<file path="config.mk">
export PLATFORM = sky130hd
export DESIGN_NAME = lfsr_param
export DESIGN_NICKNAME = d
export VERILOG_FILES = /design/src/rtl/lfsr_param.sv
export SDC_FILE = /design/constraint.sdc
export NUM_CORES = 1
export LEC_CHECK = 0
export ABC_AREA = 1
export BUFFER_PORTS_ARGS = -buffer_cell sky130_fd_sc_hd__buf_4
export CAP_MARGIN = 10
export CORE_UTILIZATION = 50
export DETAILED_ROUTE_END_ITERATION = 10
export PLACE_DENSITY = 0.78
export SYNTH_ARGS = -nofsm -noshare
export SYNTH_HDL_FRONTEND = slang
export SYNTH_SLANG_ARGS = --single-unit
</file>
<file path="constraint.sdc">
create_clock -name i_clk -period 1.6 [get_ports i_clk]
set_clock_uncertainty 0.15 [all_clocks]
set_input_delay 0.32 -clock i_clk [delete_from_list [all_inputs] [get_ports i_clk]]
set_output_delay 0.32 -clock i_clk [all_outputs]
set_load 0.02 [all_outputs]
</file>
<file path="src/rtl/lfsr_param.sv">
// Parametrised Fibonacci LFSR with seed load, lockup handling and period measurement.
// The state register, wrap pulse, step counter and latched period all update on the same edge.
module lfsr_param #(
    parameter int               WIDTH        = 22,
    parameter logic [WIDTH-1:0] TAPS         = 22'h300000,
    parameter bit               USE_XNOR     = 1'b1,
    parameter logic [WIDTH-1:0] SEED         = {{(WIDTH-1){1'b0}}, 1'b1},
    parameter bit               AUTO_RECOVER = 1'b0
) (
    input  logic             i_clk,
    input  logic             i_reset_n,
    input  logic             i_enable,
    input  logic             i_load,
    input  logic [WIDTH-1:0] i_seed,
    output logic [WIDTH-1:0] o_data,
    output logic             o_wrap,
    output logic [WIDTH-1:0] o_count,
    output logic [WIDTH-1:0] o_period,
    output logic             o_locked
);

    typedef enum logic [1:0] {
        S_IDLE = 2'd0,
        S_RUN  = 2'd1,
        S_LOCK = 2'd2
    } state_t;

    localparam logic [WIDTH-1:0] ZERO   = {WIDTH{1'b0}};
    localparam logic [WIDTH-1:0] ONE    = {{(WIDTH-1){1'b0}}, 1'b1};
    // XNOR feedback sticks at all-ones, XOR feedback sticks at all-zeros.
    localparam logic [WIDTH-1:0] LOCKUP = USE_XNOR ? {WIDTH{1'b1}} : {WIDTH{1'b0}};
    localparam state_t           RST_STATE = (SEED == LOCKUP) ? S_LOCK : S_IDLE;

    function automatic logic parity_fn(input logic [WIDTH-1:0] v);
        return ^v;
    endfunction

    state_t           state_r, state_nxt_s;
    logic [WIDTH-1:0] data_r, data_nxt_s;
    logic [WIDTH-1:0] start_r, start_nxt_s;
    logic [WIDTH-1:0] count_r, count_nxt_s;
    logic [WIDTH-1:0] period_r, period_nxt_s;
    logic             wrap_r, wrap_nxt_s;
    logic             locked_r;
    logic             fb_s;
    logic [WIDTH-1:0] step_s;

    assign fb_s   = parity_fn(data_r & TAPS) ^ USE_XNOR;
    assign step_s = {data_r[WIDTH-2:0], fb_s};

    // Next-state, counter and period decisions in priority order load > enable > hold.
    always_comb begin
        data_nxt_s   = data_r;
        start_nxt_s  = start_r;
        count_nxt_s  = count_r;
        period_nxt_s = period_r;
        wrap_nxt_s   = 1'b0;
        state_nxt_s  = state_r;
        if (i_load) begin
            data_nxt_s  = i_seed;
            start_nxt_s = i_seed;
            count_nxt_s = ZERO;
            if (i_seed == LOCKUP) begin
                state_nxt_s = S_LOCK;
            end else begin
                state_nxt_s = S_IDLE;
            end
        end else if (i_enable) begin
            case (state_r)
                S_LOCK: begin
                    if (AUTO_RECOVER) begin
                        data_nxt_s  = SEED;
                        start_nxt_s = SEED;
                        count_nxt_s = ZERO;
                        state_nxt_s = RST_STATE;
                    end else begin
                        // Lockup is a fixed point: the step is counted but the state stays.
                        count_nxt_s = count_r + ONE;
                    end
                end
                S_IDLE, S_RUN: begin
                    data_nxt_s = step_s;
                    if (step_s == start_r) begin
                        wrap_nxt_s   = 1'b1;
                        period_nxt_s = count_r + ONE;
                        count_nxt_s  = ZERO;
                    end else begin
                        count_nxt_s = count_r + ONE;
                    end
                    if (step_s == LOCKUP) begin
                        state_nxt_s = S_LOCK;
                    end else begin
                        state_nxt_s = S_RUN;
                    end
                end
                default: begin
                    data_nxt_s  = SEED;
                    start_nxt_s = SEED;
                    count_nxt_s = ZERO;
                    state_nxt_s = RST_STATE;
                end
            endcase
        end else begin
            state_nxt_s = state_r;
        end
    end

    // State and output registers with synchronous active-low reset.
    always_ff @(posedge i_clk) begin
        if (!i_reset_n) begin
            state_r  <= RST_STATE;
            data_r   <= SEED;
            start_r  <= SEED;
            count_r  <= ZERO;
            period_r <= ZERO;
            wrap_r   <= 1'b0;
            locked_r <= (RST_STATE == S_LOCK);
        end else begin
            state_r  <= state_nxt_s;
            data_r   <= data_nxt_s;
            start_r  <= start_nxt_s;
            count_r  <= count_nxt_s;
            period_r <= period_nxt_s;
            wrap_r   <= wrap_nxt_s;
            locked_r <= (state_nxt_s == S_LOCK);
        end
    end

    assign o_data   = data_r;
    assign o_wrap   = wrap_r;
    assign o_count  = count_r;
    assign o_period = period_r;
    assign o_locked = locked_r;

endmodule
</file>
---- Word level (Yosys, flattened, before mapping) ----
Cells that the tools add are included.
operators by class
  shift-type cells ........................ 0
  equality and inequality tests ........... 8
  muxes and demuxes ....................... 14
  add/subtract/negate cells ............... 1
  $lt $le $gt $ge ......................... 0
  multipliers ............................. 0
  div/mod/pow operators ................... 0
  reductions and logical operators ........ 10
  bitwise gates (word level) .............. 5
operator list
  cell                                                    count
  two-way mux 22 bit                                      6
  one-hot mux 22 bit (2 select lines)                     2
  == test 22 bit (second input constant)                  2
  adder 22 x 1 -> 22 bit (second input constant)          1
  == test 22 bit                                          1
  XOR reduction 22 bit                                    1
  two-way mux 2 bit                                       4
  NOT 1 bit                                               5
  == test 2 bit (second input constant)                   2
  one-hot mux 2 bit (2 select lines)                      1
  AND reduction 2 bit                                     2
  AND reduction 4 bit                                     1
  OR reduction 2 bit                                      2
  OR reduction 4 bit                                      1
  OR reduction 3 bit                                      1
  == test 2 x 1 -> 1 bit (second input constant)          1
  zero test 2 bit                                         1
  inequality test 2 x 1 -> 1 bit (second input constant)  1
  inequality test 2 bit (second input constant)           1
  nonzero test 2 bit                                      1
  two-way mux 1 bit                                       1
word-level totals
  RAM bits ................................ 0
  input port bits ......................... 26
  register bits after elaboration ......... 92
  memory bits (read-only) ................. 0
  logic and storage cells ................. 45
  output and inout port bits .............. 68
  bits in latches ......................... 0
  memories kept ........................... 0

---- Logic depth before layout (Yosys ltp) ----
Gate-level depths: netlist (run 1).
  depth in word-level cells ............... 8
  gate-level depth with buffers ........... 13
  gate-level depth less buffers ........... 12

---- Worst setup path before layout (run 1) ----
OpenSTA, ideal clock, no wires.
  path type ............................... reg2reg
  from .................................... register count_r[1], in the netlist o_count[1]
  to ...................................... register count_r[14], in the netlist o_count[14]
  cell stages (with the launch flop) ...... 9
  path slack .............................. -0.174 ns
  clock period less this slack ............ 1.774 ns
  data required time ...................... 1.380 ns
  data arrival time ....................... 1.554 ns
  path buffers ............................ 0
  library setup time ...................... 0.070 ns
  cell sequence ........................... dfxtp_1 ha_1 nand3_1 nor2_1 nand2_1 nor2_2 xor2_1 nand3_1 a21oi_1
between the ends
  cells in the longest elaborated chain, start to end .. 3
ends and longest elaborated chain
  element                                RTL line  source
  start: declaration                     41        logic [WIDTH-1:0] count_r, count_nxt_s;
  start signal: assignment               122       count_r <= count_nxt_s;
  adder 22 x 1 -> 22 bit *               78, 88
  two-way mux 22 bit                     83        if (step_s == start_r) begin
  one-hot mux 22 bit (2 select lines) *  69        case (state_r)
Mark *: on every way between the ends. The rest lies on a longest branch, timed or not.
A chain may end at the register's enable or synchronous reset.

---- Worst setup path in the final report (run 1) ----
  from .................................... register data_r[14], in the netlist o_data[14]
  to ...................................... register period_r[19], in the netlist o_period[19]
between the ends
  cells in the longest elaborated chain, start to end .. 2
ends and longest elaborated chain
  element                        RTL line  source
  start: declaration             39        logic [WIDTH-1:0] data_r, data_nxt_s;
  start signal: assignment       120       data_r <= data_nxt_s;
  == test 22 bit                 83
  AND reduction 4 bit (no line)  --
  end signal: assignment         123       period_r <= period_nxt_s;
  end: declaration               42        logic [WIDTH-1:0] period_r, period_nxt_s;
Every way passes these cells.

==> impl_metrics.tcl, run 1 <==
set metrics [dict create \
    ff2ff_path_depth 10 \
    die_w_um 100 \
    cts_sinks 92 \
    critPathRequiredTime_ns 1.72 \
    via_count 5624 \
    antenna_cells 0 \
    routed_wl_um 15400 \
    dp.cells 1043 \
    insertion_delay_ns 0.37 \
    rsz0062_at_grt "true" \
    syn_area_sq_um 4840 \
    postSynthCellCount 765 \
    hold_viol_final 0 \
    worstSetupPathType "flop to flop" \
    fmax_mhz 571 \
    drtPass1Iterations 6 \
    fin_util_pct 74.7 \
    startpoint_type "flop" \
    period_share_pct 110 \
    violations "negative setup slack" \
    ant_nets 0 \
    ys_types 35 \
    crit_arrival_ns 1.87 \
    dpl_cell_area_sq_um 6310 \
    maxCapViolCount 0 \
    syn_nets 792 \
    dp_slack_ns -0.149 \
    whs_ns 0.0757 \
    ys_seq_elements 92 \
    coreArea_sq_um 9330 \
    drive_above_1_share_pct 37.6 \
    r2r_start "o_data[14]" \
    cts_buffer_depth 2 \
    place.gp.congestion 0.950 \
    slew_violations 0 \
    ys_seq_area_share_pct 38.0 \
    fin_nets 960 \
    drc 0 \
    cts-buffers-inserted 9 \
    grt_pass1_wl_um 23100 \
    grt_max_degree 46 \
    ys.flop_type "dfxtp_1" \
    irDropWorstVdd_mv 0.433 \
    via_per_inst 5.27 \
    outcome "complete, but fails checks" \
    ios 94 \
    initial_utilization_pct 51.9 \
    drtIter0Drc 369 \
    powerDensity_nw_per_um2 698 \
    first_global_vias 5033 \
    path_clk_slew_ns 0.10 \
    grt_overflow_total 0 \
    cp-end-kind "flop" \
    slew_headroom_pct 49.7 \
    ys.warnings.count 0 \
    cp-endpoint "o_period[19]" \
    area_growth_pct 43.8 \
    clock-root-buffer "clkbuf_8" \
    die-area_sq_um 10100 \
    setup_slack_ns -0.153 \
    finalCriticalPeriod_ns 1.75 \
    worstPathMaxFanout 8 \
    avgSynthCellArea_sq_um 6.33 \
    startpoint "o_data[14]" \
    die_h_um 100 \
    io_buffers 93 \
    track_usage_pct 28.8 \
    worstMarginPinSlew_ns 0.754 \
    p_leak_nw 3.23 \
    num_rows 35 \
    min_path_type "primary input to flop" \
    reg2reg_setup_slack_ns -0.15 \
    hpwl_um 10200 \
    routedWlPerCell_um 14.4 \
    cts_tree "yes" \
    synth-edff-count 0 \
    antenna_found_initial 0 \
    setup_viol 46 \
    ys_async_sr_fraction_pct 0 \
    reg2reg_to "o_period[19]" \
    htree_levels 3 \
    hold_buffers 0 \
    final_cells 1067 \
    final_area_sq_um 6960 \
]
[layout make-up]
| cell class | instances | area (sq um) |
|---|---|---|
| multi-input combinational | 544 | 2840 |
| clock buffer | 9 | 124 |
| timing repair buffer | 185 | 1490 |
| tap | 129 | 161 |
| clock inverter | 7 | 48.8 |
| inverter | 101 | 382 |
| fill | 703 | 2360 |
| sequential | 92 | 1930 |
[layer usage]
layer,part of all wire (%),up-vias,wire [um],global-route usage (%)
met1,44,2579,6690,38.7
met2,47,280,7140,46.7
met3,7.6,39,1160,4.53
met4,2.3,0,352,11.0
met5,0,-,0,0
li1,-,2726,-,-
[report_power, final]
part / switching (mW) / internal, mW / leakage [nW] / total [mW]
Sequential: 0.0786 / 2.37 / 0.769 / 2.45
Clock: 0.893 / 0.574 / 0.0942 / 1.47
Combinational: 0.543 / 0.401 / 2.37 / 0.944
Total: 1.52 / 3.34 / 3.23 / 4.86
[worst min path at each step]
| stage | slack [ns] | end | cells after the start | from |
|---|---|---|---|---|
| 5_1_grt | 0.09 | start_r[14] | 3 | i_seed[14] |
| 3_3_place_gp | 0.30 | start_r[1] | 2 | start_r[1] |
| 2_1_floorplan | 0.29 | start_r[1] | 2 | start_r[1] |
| 4_1_cts | 0.08 | start_r[14] | 3 | i_seed[14] |
| 3_5_place_dp | 0.32 | start_r[1] | 2 | start_r[1] |
| 6_report | 0.08 | start_r[14] | 3 | i_seed[14] |
[critical path: stages, from the launching register on]
cell and delay (ns):
dfxtp_2 0.36, inv_2 0.04, nand2_2 0.09, nand4_1 0.15
nor2_2 0.16, nand3_1 0.13, nor2_4 0.16, buf_6 0.14
nand2_8 0.10, nor2_4 0.13, nor2_1 0.05
[registers in the layout (all words and copies together) (netlist names)]
name,flops
o_count,22
o_data,22
o_locked,1
o_period,22
o_wrap,1
start_r,22
state_r,2
[stage by stage]
| step | TNS, ns | power (mW) |
|---|---|---|
| after global routing | -9.63 | 5.04 |
| after floorplan | 0 | 2.93 |
| after detailed placement | -5.05 | 3.31 |
| final | -5.41 | 4.86 |
| after CTS | -3.20 | 4.77 |
| after global placement | -4.89 | 3.30 |
[placed cells by master (no fill, tap or decap), types with 3 or more instances in the layout]
cell and count:
a21oi_1 66, buf_12 5, buf_4 171, buf_6 9
clkbuf_8 9, dfxtp_1 52, dfxtp_2 26, dfxtp_4 14
inv_1 84, inv_2 15, inv_4 3, nand2_1 212
nand2_2 34, nand2_4 3, nand3_1 24, nand3_2 12
nand4_1 7, nor2_1 67, nor2_2 18, nor2_4 12
nor3_1 3, o21ai_0 43, o21ai_1 5, xnor2_1 6
xnor2_2 3, xor2_1 4
[cells in the mapped netlist (all sizes together), types with 6 or more instances]
library cell  instances  area share (%)
dfxtp                92              38
o21ai                50             5.2
nor3                  6            0.62
nor2                 97             8.1
buf                   9             1.6
nand2               250              20
nand3                38             4.3
clkbuf               20             1.8
nand4                 7            0.90
xor2                  6             1.1
a21oi                68             7.0
inv                 100             7.7
xnor2                 9             1.6
[logic make-up (layout without fill, tap and decap cells)]
| family | Yosys count | count (layout) | share of synthesized area (%) |
|---|---|---|---|
| DFF | 92 | 92 | 38.0 |
| adders and majority gates | 1 | 1 | 0.258 |
| AOI/OAI and AO/OA | 125 | 125 | 13.3 |
| buffers and inverters | 130 | 302 | 11.2 |
| and+or+nand+nor | 402 | 403 | 34.5 |
| xor gates and xnor gates | 15 | 15 | 2.71 |
[what timing repair did]
item,4_1_cts,5_1_grt
cloned,0,1
buffers inserted,2,7
pin swaps,5,29
resized for setup,38,94
setup endpoints to repair,47,59
No activity file was read; power rests on OpenSTA's default activity.
==> run 2: changes to the inputs <==
==> constraint.sdc (replaced) <==
create_clock -name i_clk -period 1.6 [get_ports i_clk]
set_clock_uncertainty 0.15 [all_clocks]
set_input_delay 0.16 -clock i_clk [delete_from_list [all_inputs] [get_ports i_clk]]
set_output_delay 0.16 -clock i_clk [all_outputs]
set_load 0.02 [all_outputs]
==> impl_metrics.tcl, run 2 (synthesized netlist as in run 1, its figures left out) <==
set metrics [dict create \
    via_per_inst 5.44 \
    area_growth_pct 51.2 \
    insertion_delay_ns 0.37 \
    worstSetupPathType "flop to flop" \
    setup_viol 48 \
    min_path_type "primary input to flop" \
    hpwl_um 10400 \
    slew_headroom_pct 49.0 \
    fin_setup_tns_ns -6.38 \
    fin_nets 983 \
    cpMostUsedCell "nand2_1" \
    whs_ns 0.0345 \
    layout_commonest_cell "nand2_1" \
    max_stage_delay_ns 0.41 \
    irDropWorstVdd_mv 0.498 \
    outcome "complete, but fails checks" \
    regArea_sq_um 1930 \
    crit_path_top_delay_cell "dfxtp_4" \
    antenna_cells 0 \
    fill_cells 603 \
    dpl_cell_area_sq_um 6300 \
    drc 0 \
    maxCapViolCount 0 \
    htree_levels 3 \
    critPathRequiredTime_ns 1.77 \
    cts_sinks 92 \
    die-area_sq_um 10100 \
    violations "negative setup slack" \
    startpoint_type "flop" \
    worstMarginPinSlew_ns 0.764 \
    critical_path.cell_chain "inv_4 > nand2_2 > nand2_1 > nor2_1 > nand3_1 > nor2_4 > nand3_4 > clkbuf_16 > nand2_1 > nand2_1 > nor2_1" \
    total_power_mw 5.12 \
    multiInputGateArea_sq_um 2890 \
    io_buffers 93 \
    slew_violations 0 \
    clock-root-buffer "clkbuf_8" \
    setup_slack_ns -0.180 \
    grt_overflow_total 0 \
    cp-end-kind "flop" \
    cts_buffer_depth 2 \
    worstPathMaxFanout 12 \
    dp.cells 1042 \
    power.switching_mw 1.58 \
    layout_common_cells "nand2_1 (200), buf_4 (175), inv_1 (81), nor2_1 (73), a21oi_1 (67)" \
    drive_above_1_share_pct 38.2 \
    grt_max_degree 46 \
    cts_tree "yes" \
    place.gp.congestion 0.981 \
    first_global_vias 5328 \
    powerDensity_nw_per_um2 698 \
    drtPass1Iterations 5 \
    routed_wl_um 17000 \
    final_cells 1090 \
    hold_viol_final 0 \
    via_count 5933 \
    routedWlPerCell_um 15.6 \
    num_rows 35 \
    cts-buffers-inserted 9 \
    cp_top_family "simple AND/OR/NAND/NOR gates" \
    comb_power_share_pct 20.0 \
    power_frac_seq_pct 47.9 \
    internal_power_mw 3.53 \
    pwr-share-clk_pct 32.1 \
    drtIter0Drc 469 \
    ant_nets 0 \
    path_clk_slew_ns 0.10 \
    fmax_mhz 562 \
    ios 94 \
    coreArea_sq_um 9330 \
    track_usage_pct 31.1 \
    antenna_found_initial 0 \
    crit_arrival_ns 1.95 \
    swShare_pct 30.9 \
    die_w_um 100 \
    finalCriticalPeriod_ns 1.78 \
    critPathBufInv 2 \
    period_share_pct 111 \
    p_leak_nw 3.38 \
    final_area_sq_um 7320 \
    initial_utilization_pct 51.9 \
    grt_pass1_wl_um 24800 \
    rsz0062_at_grt "true" \
    die_h_um 100 \
]
run 2: area by class of cell:
| class | count | share of cell area (%) |
|---|---|---|
| clock inverters | 5 | 0.547 |
| multi-input cells | 543 | 39.4 |
| inverters | 101 | 5.28 |
| clock buffers | 11 | 2.22 |
| flip-flops and latches | 92 | 26.4 |
| well taps | 129 | 2.20 |
| repair buffers | 209 | 23.9 |
run 2: worst paths after layout:
path                                  from           end  slack (ns)  cells past startpoint
worst max-delay path            o_data[20]  o_period[17]       -0.18                     11
worst min-delay path                i_load   start_r[16]        0.03                      3
worst max register to register  o_data[20]  o_period[17]       -0.18                     11
worst min register to register  start_r[4]    start_r[4]        0.33                      2
run 2: routing by layer:
metal	global-route usage (%)	part of all wire, %	wire length, um
met3	5.50	9.3	1590
met1	40.3	40	6770
met4	12.9	3.5	589
met2	51.1	47	8050
met5	0	0	0
run 2: timing repair:
action	in CTS	in global routing
setup buffers	3	4
pin swaps	23	27
resized for setup	55	90
hold buffers	22	0
setup endpoints to repair	47	54
endpoints found under the hold margin	22	0
cloned	0	3
run 2: power groups by stage:
stage          Combinational (mW)  Sequential, mW  Clock (mW)
2_1_floorplan               0.394            2.54           0
3_3_place_gp                0.815            2.48           0
3_5_place_dp                0.829            2.48           0
4_1_cts                     0.921            2.44        1.62
5_1_grt                      1.10            2.46        1.72
6_report                     1.02            2.45        1.64
run 2: worst reg2reg max path, stage by stage (launching register included):
cell and delay, ns:
dfxtp_4 0.41, inv_4 0.06, nand2_2 0.08, nand2_1 0.07
nor2_1 0.12, nand3_1 0.14, nor2_4 0.16, nand3_4 0.13
clkbuf_16 0.21, nand2_1 0.06, nand2_1 0.04, nor2_1 0.10
run 2: metrics by stage:
stage	utilization, %	setup WS, ns
2_1_floorplan	-	0.000120
3_3_place_gp	67.6	-0.137
3_5_place_dp	67.6	-0.213
4_1_cts	74.2	-0.115
5_1_grt	78.5	-0.310
6_report	78.5	-0.180
